## config.mk

```make
export PLATFORM = sky130hd
export DESIGN_NAME = wb_master_if
export DESIGN_NICKNAME = d
export VERILOG_FILES = /design/src/rtl/wb_master_if.sv
export SDC_FILE = /design/constraint.sdc
export NUM_CORES = 1
export LEC_CHECK = 0
export ABC_AREA = 0
export BUFFER_PORTS_ARGS = -buffer_cell sky130_fd_sc_hd__buf_4
export CORE_UTILIZATION = 23
export CTS_BUF_LIST = sky130_fd_sc_hd__clkbuf_4 sky130_fd_sc_hd__clkbuf_8 sky130_fd_sc_hd__clkbuf_16
export CTS_CLUSTER_DIAMETER = 120
export DETAILED_ROUTE_END_ITERATION = 6
export SLEW_MARGIN = 25
export SYNTH_ARGS = -nofsm -noshare
export SYNTH_HDL_FRONTEND = slang
export SYNTH_SLANG_ARGS = --single-unit
```

## constraint.sdc

```tcl
create_clock -name clk -period 1.96 [get_ports clk]
set_clock_uncertainty 0.05 [all_clocks]
set_input_delay 0.098 -clock clk [delete_from_list [all_inputs] [get_ports clk]]
set_output_delay 0.098 -clock clk [all_outputs]
set_load 0.02 [all_outputs]
```

## src/rtl/wb_master_if.sv

```systemverilog
// ----------------------------------------------------------------------------
// wb_master_if
//   Wishbone-style bus initiator between a CPU pipeline memory port and the
//   system bus master port. A single-cycle CPU request is registered onto the
//   bus and held until the slave acknowledges. The pipeline is stalled while
//   the access is outstanding. Read data is buffered if the pipeline is still
//   held by another stall source. Accesses never acknowledged within TIMEOUT
//   BUSY cycles are aborted with a one-cycle err_o pulse.
//
// Ports
//   clk                clock, rising edge
//   rst                asynchronous reset, active-low
//   cpu_ce_i           CPU access request
//   cpu_addr_i         byte address
//   cpu_data_i         write data
//   cpu_we_i           1 = write, 0 = read
//   cpu_sel_i          byte lanes (all-zero means all four lanes)
//   stall_i            pipeline held by another stall source
//   flush_i            pipeline flush, cancels any access
//   cpu_data_o         read data to CPU (combinational)
//   stallreq_o         stall request to pipeline control (combinational)
//   err_o              one-cycle pulse after a timeout abort (registered)
//   wishbone_addr_o    bus address (registered)
//   wishbone_data_o    bus write data (registered)
//   wishbone_we_o      bus write enable (registered)
//   wishbone_select_o  byte select, nonzero while a transaction is active
//   wishbone_data_i    bus read data
//   wishbone_ack_i     slave acknowledge
// ----------------------------------------------------------------------------
module wb_master_if #(
    parameter int unsigned TIMEOUT = 255
) (
    input  logic        clk,
    input  logic        rst,
    input  logic        cpu_ce_i,
    input  logic [31:0] cpu_addr_i,
    input  logic [31:0] cpu_data_i,
    input  logic        cpu_we_i,
    input  logic [3:0]  cpu_sel_i,
    input  logic        stall_i,
    input  logic        flush_i,
    output logic [31:0] cpu_data_o,
    output logic        stallreq_o,
    output logic        err_o,
    output logic [31:0] wishbone_addr_o,
    output logic [31:0] wishbone_data_o,
    output logic        wishbone_we_o,
    output logic [3:0]  wishbone_select_o,
    input  logic [31:0] wishbone_data_i,
    input  logic        wishbone_ack_i
);

    // Counter only has to reach TIMEOUT-1.
    localparam int unsigned CW = (TIMEOUT > 1) ? $clog2(TIMEOUT) : 1;
    localparam logic [CW-1:0] CNT_LAST = CW'(TIMEOUT - 1);

    typedef enum logic [1:0] {
        IDLE,
        BUSY,
        WAIT_FOR_STALL
    } state_e;

    state_e        state_q, state_d;
    logic [31:0]   addr_q, addr_d;
    logic [31:0]   data_q, data_d;
    logic          we_q, we_d;
    logic [3:0]    sel_q, sel_d;
    logic [31:0]   rbuf_q, rbuf_d;
    logic [CW-1:0] cnt_q, cnt_d;
    logic          err_q, err_d;

    // ------------------------------------------------------------------
    // State / datapath registers
    // ------------------------------------------------------------------
    always_ff @(posedge clk or negedge rst) begin
        if (!rst) begin
            state_q <= IDLE;
            addr_q  <= '0;
            data_q  <= '0;
            we_q    <= 1'b0;
            sel_q   <= '0;
            rbuf_q  <= '0;
            cnt_q   <= '0;
            err_q   <= 1'b0;
        end else begin
            state_q <= state_d;
            addr_q  <= addr_d;
            data_q  <= data_d;
            we_q    <= we_d;
            sel_q   <= sel_d;
            rbuf_q  <= rbuf_d;
            cnt_q   <= cnt_d;
            err_q   <= err_d;
        end
    end

    // ------------------------------------------------------------------
    // Next-state logic
    // ------------------------------------------------------------------
    always_comb begin
        state_d = state_q;
        addr_d  = addr_q;
        data_d  = data_q;
        we_d    = we_q;
        sel_d   = sel_q;
        rbuf_d  = rbuf_q;
        cnt_d   = cnt_q;
        err_d   = 1'b0;

        case (state_q)
            IDLE: begin
                if (cpu_ce_i && !flush_i) begin
                    addr_d  = cpu_addr_i;
                    data_d  = cpu_data_i;
                    we_d    = cpu_we_i;
                    sel_d   = (cpu_sel_i == 4'b0000) ? 4'b1111 : cpu_sel_i;
                    cnt_d   = '0;
                    state_d = BUSY;
                end
            end
            BUSY: begin
                if (flush_i) begin
                    sel_d   = '0;
                    we_d    = 1'b0;
                    state_d = IDLE;
                end else if (wishbone_ack_i) begin
                    // Writes return no data, so the buffer is zeroed to match cpu_data_o.
                    rbuf_d  = we_q ? '0 : wishbone_data_i;
                    sel_d   = '0;
                    we_d    = 1'b0;
                    state_d = stall_i ? WAIT_FOR_STALL : IDLE;
                end else if (cnt_q == CNT_LAST) begin
                    sel_d   = '0;
                    we_d    = 1'b0;
                    err_d   = 1'b1;
                    state_d = IDLE;
                end else begin
                    cnt_d = cnt_q + CW'(1);
                end
            end
            WAIT_FOR_STALL: begin
                if (!stall_i || flush_i) begin
                    state_d = IDLE;
                end
            end
            default: state_d = IDLE;
        endcase
    end

    // ------------------------------------------------------------------
    // Combinational outputs to the pipeline
    // ------------------------------------------------------------------
    always_comb begin
        cpu_data_o = '0;
        stallreq_o = 1'b0;

        case (state_q)
            IDLE: begin
                stallreq_o = cpu_ce_i & ~flush_i;
            end
            BUSY: begin
                if (flush_i) begin
                    stallreq_o = 1'b0;
                end else if (wishbone_ack_i) begin
                    cpu_data_o = we_q ? '0 : wishbone_data_i;
                end else begin
                    // Release the pipeline on the abort cycle.
                    stallreq_o = (cnt_q != CNT_LAST);
                end
            end
            WAIT_FOR_STALL: begin
                cpu_data_o = rbuf_q;
            end
            default: ;
        endcase
    end

    assign wishbone_addr_o   = addr_q;
    assign wishbone_data_o   = data_q;
    assign wishbone_we_o     = we_q;
    assign wishbone_select_o = sel_q;
    assign err_o             = err_q;

endmodule
```

Word level (Yosys, flattened, before mapping)
Index checks and enable logic that the tools add are counted.

Output and inout port bits: 103. Register bits: 112. Logic and storage cells: 67.

Bitwise gates (word level): 2. $add $sub $neg: 1. Reduce and logical (&&, ||, !) cells: 12. Muxes and demuxes: 34. Equality and inequality tests: 10.

Operators with widths (number): two-way mux 32 bit (3); case mux 32 bit (2 select lines) (1); two-way mux 8 bit (4); two-way mux 4 bit (5); case mux 8 bit (2 select lines) (1); two-way mux 2 bit (6); two-way mux 1 bit (10); inequality test 2 bit, second input constant (5); AND reduction 3 bit (3); adder 8 x 1 -> 8 bit, second input constant (1); equality test 8 bit, second input constant (1); inequality test 8 bit, second input constant (1); case mux 4 bit (2 select lines) (1); case mux 2 bit (3 select lines) (1); AND reduction 5 bit (1); logical NOT 4 bit (1); inequality test 4 bit, second input constant (1); case mux 1 bit (2 select lines) (2); equality test 2 x 1 -> 1 bit, second input constant (1); equality test 2 bit, second input constant (1); logical NOT 1 bit (2); logical NOT 2 bit (1); AND reduction 2 bit (1); nonzero test 2 bit (1); other kinds (4) (4).

Logic depth before layout (Yosys ltp)
Gate-level depths: netlist of run 1.

Depth after elaboration: 5. Gate-level depth with buffers: 7. Mapped depth without buffers: 6.

Worst setup path after synthesis of run 1
No wires, ideal clock.

Path type: reg-to-output. Start: reg state_q[1]. End: out cpu_data_o[22]. Data arrival time: 1.625 ns. Cell stages (with the launch flop): 8. Slack: 0.187 ns. Buffers on the path: 1. Path through: dfrtp_1 -> inv_1 -> ha_1 -> nand3b_2 -> nor2_4 -> buf_4 -> a22oi_1 -> nor2b_1.

Cells in the longest elaborated chain, start to end: 2.

RTL lines: start, declared (line 63) `state_e state_q, state_d;`; start signal, assigned (line 86) `state_q <= state_d;`; equality test 2 bit or equality test 2 x 1 -> 1 bit (tied branches) (line 157) `case (state_q)`; case mux 32 bit (2 select lines) * (line 157); end, declared (line 42) `output logic [31:0] cpu_data_o,`.

Mark *: on every way between the ends. The rest lies on a longest branch, timed or not.

Worst setup path after layout of run 1
Start: reg state_q[1]. End: out cpu_data_o[1].

Same word-level chain as after synthesis.

==> metrics.txt, run 1 <==
status complete, but fails checks; failing checks negative setup slack; Core Box Area 21200 sq um; Sw Pwr 4.28 mW; Leak 3.95 nW; Vias 4393; min cycle time layout 2000 ps; cell taking the most area after synthesis dfrtp_1; num rows 53; Final Max Slew Viols 0; number of synthesized register bits 112; Avg Vias per Cell 4.41; fin crit share 102%; Post-synth EDFFs 0; critical path required time 1810 ps; Syn Std Cell Area 4980 sq um; max-cap check violation count 0; Total Wirelength 15200 um; total gr overflow 0; initial antenna violation count 0; vias in the first global route 4382; R2R setup slack -10 ps; Antenna Cells 0; Post-synth ARST share 100%; IO Port Bufs 209; CTS max path bufs 2; hold_ws 44.0 ps; Logic pwr share 48.3%; CP startpoint kind flop; RSZ-0062 raised after global routing true; Crit Path Category reg -> out; reg2reg start state_q[0]; TritonCTS Buffers 9; PnR worst setup slack -36.3 ps; Power per Cell Area 1340 nW/um^2; final count of hold timing violations 0; Post-Syn Instances 387; area grow syn2layout 74.6%; CP arrival 1850 ps; commonest non-fill, non-tap cells in the layout buf_4, dfrtp_1, dlygate4sd3_1, mux2_2, a22o_1; area of the die 22300 sq um; Layout Nets 828; dpl ws 41.4 ps; Max Fclk 0.501 GHz; worst rel slew slack 58.2%; Hold Path Origin cpu_we_i; share of post-route cells with drive strength above 1 50.5%; peak supply drop 0.477 mV; Total GRT Usage 12.9%; share of the yosys chip area belonging to registers 56.3%; WHS Path Cells 3; Switching Share 36.6%; Int Power 7.42 mW; Critical Path Sink Type output port; commonest non-fill, non-tap cell in the layout buf_4; CTS Sinks 112; width of the die 149 um; synth top area cells dfrtp_1, mux2_2, a22o_1, a22oi_1, nor2b_1; Die Y 149 um; worst hold-check path type in -> reg; worst r2r dst cnt_q[3]; initial cell density of the core 23.6%; final setup vio count 6; Mapped Avg Cell Area 12.9 sq um; post-detailed-route wirelength per cell 15.2 um; Synth cell types 44; DRC 0; CTS H-tree depth 3; Slew @ Worst Pin 627 ps; drt initial violations 161; Synth top area share 56.3%; Pre-antenna DRT Iters 4; clock share of power 16.3%; Ports 210; reg2reg path depth 7; syn_nets 499; Sequential Power Share 35.4%; Min-Delay Endpoint wishbone_we_o; DRT antenna net count 0; Crit Path Max Fanout 8; CTS tree built; YS warnings 0; Root Driver clkbuf_16; largest net degree at the start of global routing 113; first-pass GRT wire length 22500 um; Main synth FF type dfrtp_1; routability cong. 0.776; clock transition at the registers of the reported paths 70 ps; worst skew pair latency 350 ps; hpwl dp 9090 um
[cell type report]
class	instances	area, sq um
clock buffers	9	225
inverters	11	41.3
well taps	275	344
fillers	1978	12500
clock inverters	7	77.6
flip-flops and latches	112	2800
repair buffers	343	3040
multi-input cells	239	2160
[critical path, stage by stage (launching register included)]
cell,delay (ps)
dfrtp_1,410
inv_2,80
ha_4,140
nand3b_4,80
nor2_4,110
buf_8,150
buf_12,130
a22oi_1,70
nor2b_1,160
buf_4,170
[state kept, by name, summed over array words and instances, names as in the netlist]
| name | count |
|---|---|
| cnt_q | 8 |
| wishbone_we_o | 1 |
| rbuf_q | 32 |
| state_q | 2 |
| err_o | 1 |
| wishbone_select_o | 4 |
| wishbone_addr_o | 32 |
| wishbone_data_o | 32 |
[logic make-up after synthesis]
logic type | Yosys count | synth area share, %
AO/OA/AOI/OAI | 93 | 14.8
adder cells (fa/ha/maj) | 5 | 1.26
buffers and inverters | 36 | 3.57
flip-flops | 112 | 56.3
multiplexers | 70 | 15.7
AND/OR/NAND/NOR | 71 | 8.39
[power by group through the flow]
stage,sequential (mW),clock (mW),combinational (mW)
CTS,4.08,1.98,5.41
detailed placement,4.10,0,5.15
global placement,4.07,0,5.10
floorplan,4.92,0,2.14
global route,4.28,2.07,6.05
finish,4.14,1.90,5.65
[how the worst max path moves through the flow]
stage                from              to  slack (ps)  depth (start not counted)
6_report       state_q[1]   cpu_data_o[1]         -40                          9
3_3_place_gp   state_q[0]        cnt_q[1]          70                          6
4_1_cts        state_q[1]  cpu_data_o[12]         -80                          9
5_1_grt        state_q[1]   cpu_data_o[5]        -140                          9
3_5_place_dp   state_q[1]  cpu_data_o[12]          40                          8
2_1_floorplan  state_q[1]  cpu_data_o[22]         190                          7
[cells in the mapped netlist, types with 4 or more instances]
master / number
clkbuf_1: 10
a22oi_1: 32
o21ai_0: 8
mux2i_1: 4
nor2_1: 4
nand3_1: 7
a22o_1: 34
inv_1: 10
nor3_1: 5
buf_2: 7
buf_4: 7
mux2_2: 64
nor2b_1: 32
nand2_1: 7
ha_1: 5
dfrtp_1: 112
[metal layers]
metal  GRT usage, %  wire [um]  vias to the layer above
met4           4.80        300                        0
met2           22.5       7850                      128
li1               -          -                     2084
met5              0          0                        -
met1           15.3       6240                     2163
met3           2.97        763                       18
[stage by stage]
| stage | instances | TNS, ps | power (mW) | cell area, sq um | util, % |
|---|---|---|---|---|---|
| 2_1_floorplan | 387 | 0 | 7.05 | 4980 | - |
| 3_3_place_gp | 863 | 0 | 9.17 | 7000 | 33.1 |
| 3_5_place_dp | 863 | 0 | 9.25 | 7000 | 33.1 |
| 4_1_cts | 983 | -743 | 11.5 | 8380 | 39.6 |
| 5_1_grt | 996 | -2940 | 12.4 | 8700 | 41.1 |
| 6_report | 996 | -104 | 11.7 | 8700 | 41.1 |
[repair_timing]
action,4_1_cts,5_1_grt
gates resized for setup,6,31
gates cloned,1,4
setup endpoints to repair,33,38
hold buffers,97,0
pin swaps,1,5
setup buffers,7,9
endpoints found under the hold margin,208,0
Note: power is estimated with default switching activity, not from simulation.
==> run 2: changes to the inputs <==
- clock period: 1.96 -> 2 ns (I/O delays scaled with it)
==> run 2 against run 1 <==
The run now ends clean. Worst hold slack better by 7.0 ps. Via count is 0.55% lower. Combinational power is 3% lower. Critical path type unchanged.
==> metrics.txt, run 2 (same netlist as run 1, synthesis figures left out) <==
Avg Vias per Cell 4.41; TritonCTS Buffers 9; Layout Nets 823; initial antenna violation count 0; Ports 210; Leak 3.93 nW; peak supply drop 0.411 mV; Max Fclk 0.502 GHz; M3 GR Usage 2.63%; vias in the first global route 4383; num rows 53; commonest non-fill, non-tap cells in the layout buf_4, dfrtp_1, dlygate4sd3_1, mux2_2, a22o_1; routability cong. 0.776; CTS H-tree depth 3; Total GRT Usage 13.0%; drt initial violations 139; met2 Use GR 23.0%; Pwr Total 11.4 mW; DRC 0; DRT antenna net count 0; Crit Path Category reg -> out; Vias 4369; placed insts 858; Crit Path Max Fanout 5; layer with the highest usage met2; CP startpoint kind flop; Reg area 2800 sq um; worst skew pair latency 350 ps; Slew @ Worst Pin 619 ps; total gr overflow 0; Root Driver clkbuf_16; fin crit share 99.7%; worst rel slew slack 58.7%; area grow syn2layout 74.2%; final setup TNS 0 ps; RSZ-0062 raised after global routing true; max-cap check violation count 0; Final Non-Filler Cells 991; Final Max Slew Viols 0; post-detailed-route wirelength per cell 15.6 um; Antenna Cells 0; critical path required time 1850 ps; Core Box Area 21200 sq um; CTS max path bufs 2; commonest non-fill, non-tap cell in the layout buf_4; multi-input logic area 2170 sq um; final count of hold timing violations 0; hpwl dp 8980 um; CTS tree built; clock transition at the registers of the reported paths 70 ps; fillcell total 1988; Critical Path Sink Type output port; min cycle time layout 1990 ps; CTS Sinks 112; Area after DPL 6940 sq um; R2R setup slack 20 ps; Pre-antenna DRT Iters 4; initial cell density of the core 23.6%; Die Y 149 um; IO Port Bufs 209; CP arrival 1840 ps; share of post-route cells with drive strength above 1 50.3%; met1 global-route usage 15.2%; final setup vio count 0; Total Wirelength 15500 um; Post-Layout Inst Area 8680 sq um; Power per Cell Area 1320 nW/um^2; worst hold-check path type in -> reg; first-pass GRT wire length 22700 um; status completed; area of the die 22300 sq um; width of the die 149 um; largest net degree at the start of global routing 113
-- run 2: final cells by class --
type,instances,area share [%]
clock inverter,7,0.923
tap,275,3.96
sequential,112,32.3
multi-input combinational,239,25.0
timing repair buffer,338,34.8
inverter,11,0.476
clock buffer,9,2.59
-- run 2: power by group --
group          switching, mW  total, mW  internal, mW  leakage [nW]
Sequential             0.679       4.05          3.37          1.36
Clock                  0.875       1.86         0.989         0.148
Combinational           2.61       5.50          2.89          2.42
Total                   4.16       11.4          7.25          3.93
-- run 2: worst max-delay path, cell delays in order, from the launching register on --
cell      delay (ps)
dfrtp_1          390
inv_2             80
ha_4             140
nand3b_4          90
nor2_4           160
buf_6            150
buf_12           110
a22oi_2           60
nor2b_1          150
buf_4            170
-- run 2: stage by stage --
step                      hold slack [ps]  setup slack [ps]  utilization, %
after floorplan                      -246               225               -
after global placement                194               112            32.8
after detailed placement              195               107            32.8
after CTS                            26.2             -49.0            39.7
after global routing                 38.3             -88.0            41.0
final                                51.0              6.24            41.0
-- run 2: final timing paths --
| check | from | to | cells after the start |
|---|---|---|---|
| min in group asynchronous | rst | wishbone_data_o[12] | 3 |
| max in group asynchronous | rst | rbuf_q[5] | 3 |
| setup reg to reg | state_q[1] | wishbone_addr_o[20] | 8 |
| hold / removal | cpu_we_i | wishbone_we_o | 3 |
| setup / recovery | state_q[1] | cpu_data_o[3] | 9 |
| hold reg to reg | wishbone_addr_o[16] | wishbone_addr_o[16] | 1 |
-- run 2: repair_timing --
| item | 4_1_cts | 5_1_grt |
|---|---|---|
| endpoints found under the setup margin | 33 | 38 |
| cloned | 3 | 4 |
| hold buffers | 97 | 0 |
| gates resized for setup | 6 | 31 |
| setup buffers | 8 | 6 |
| pin swaps | 2 | 8 |
| endpoints found under the hold margin | 208 | 0 |
-- run 2: routing by layer --
layer  share of wire (%)  wire [um]
met1                  42       6530
met2                  51       7900
met3                 4.7        730
met4                 1.9        289
met5                   0          0
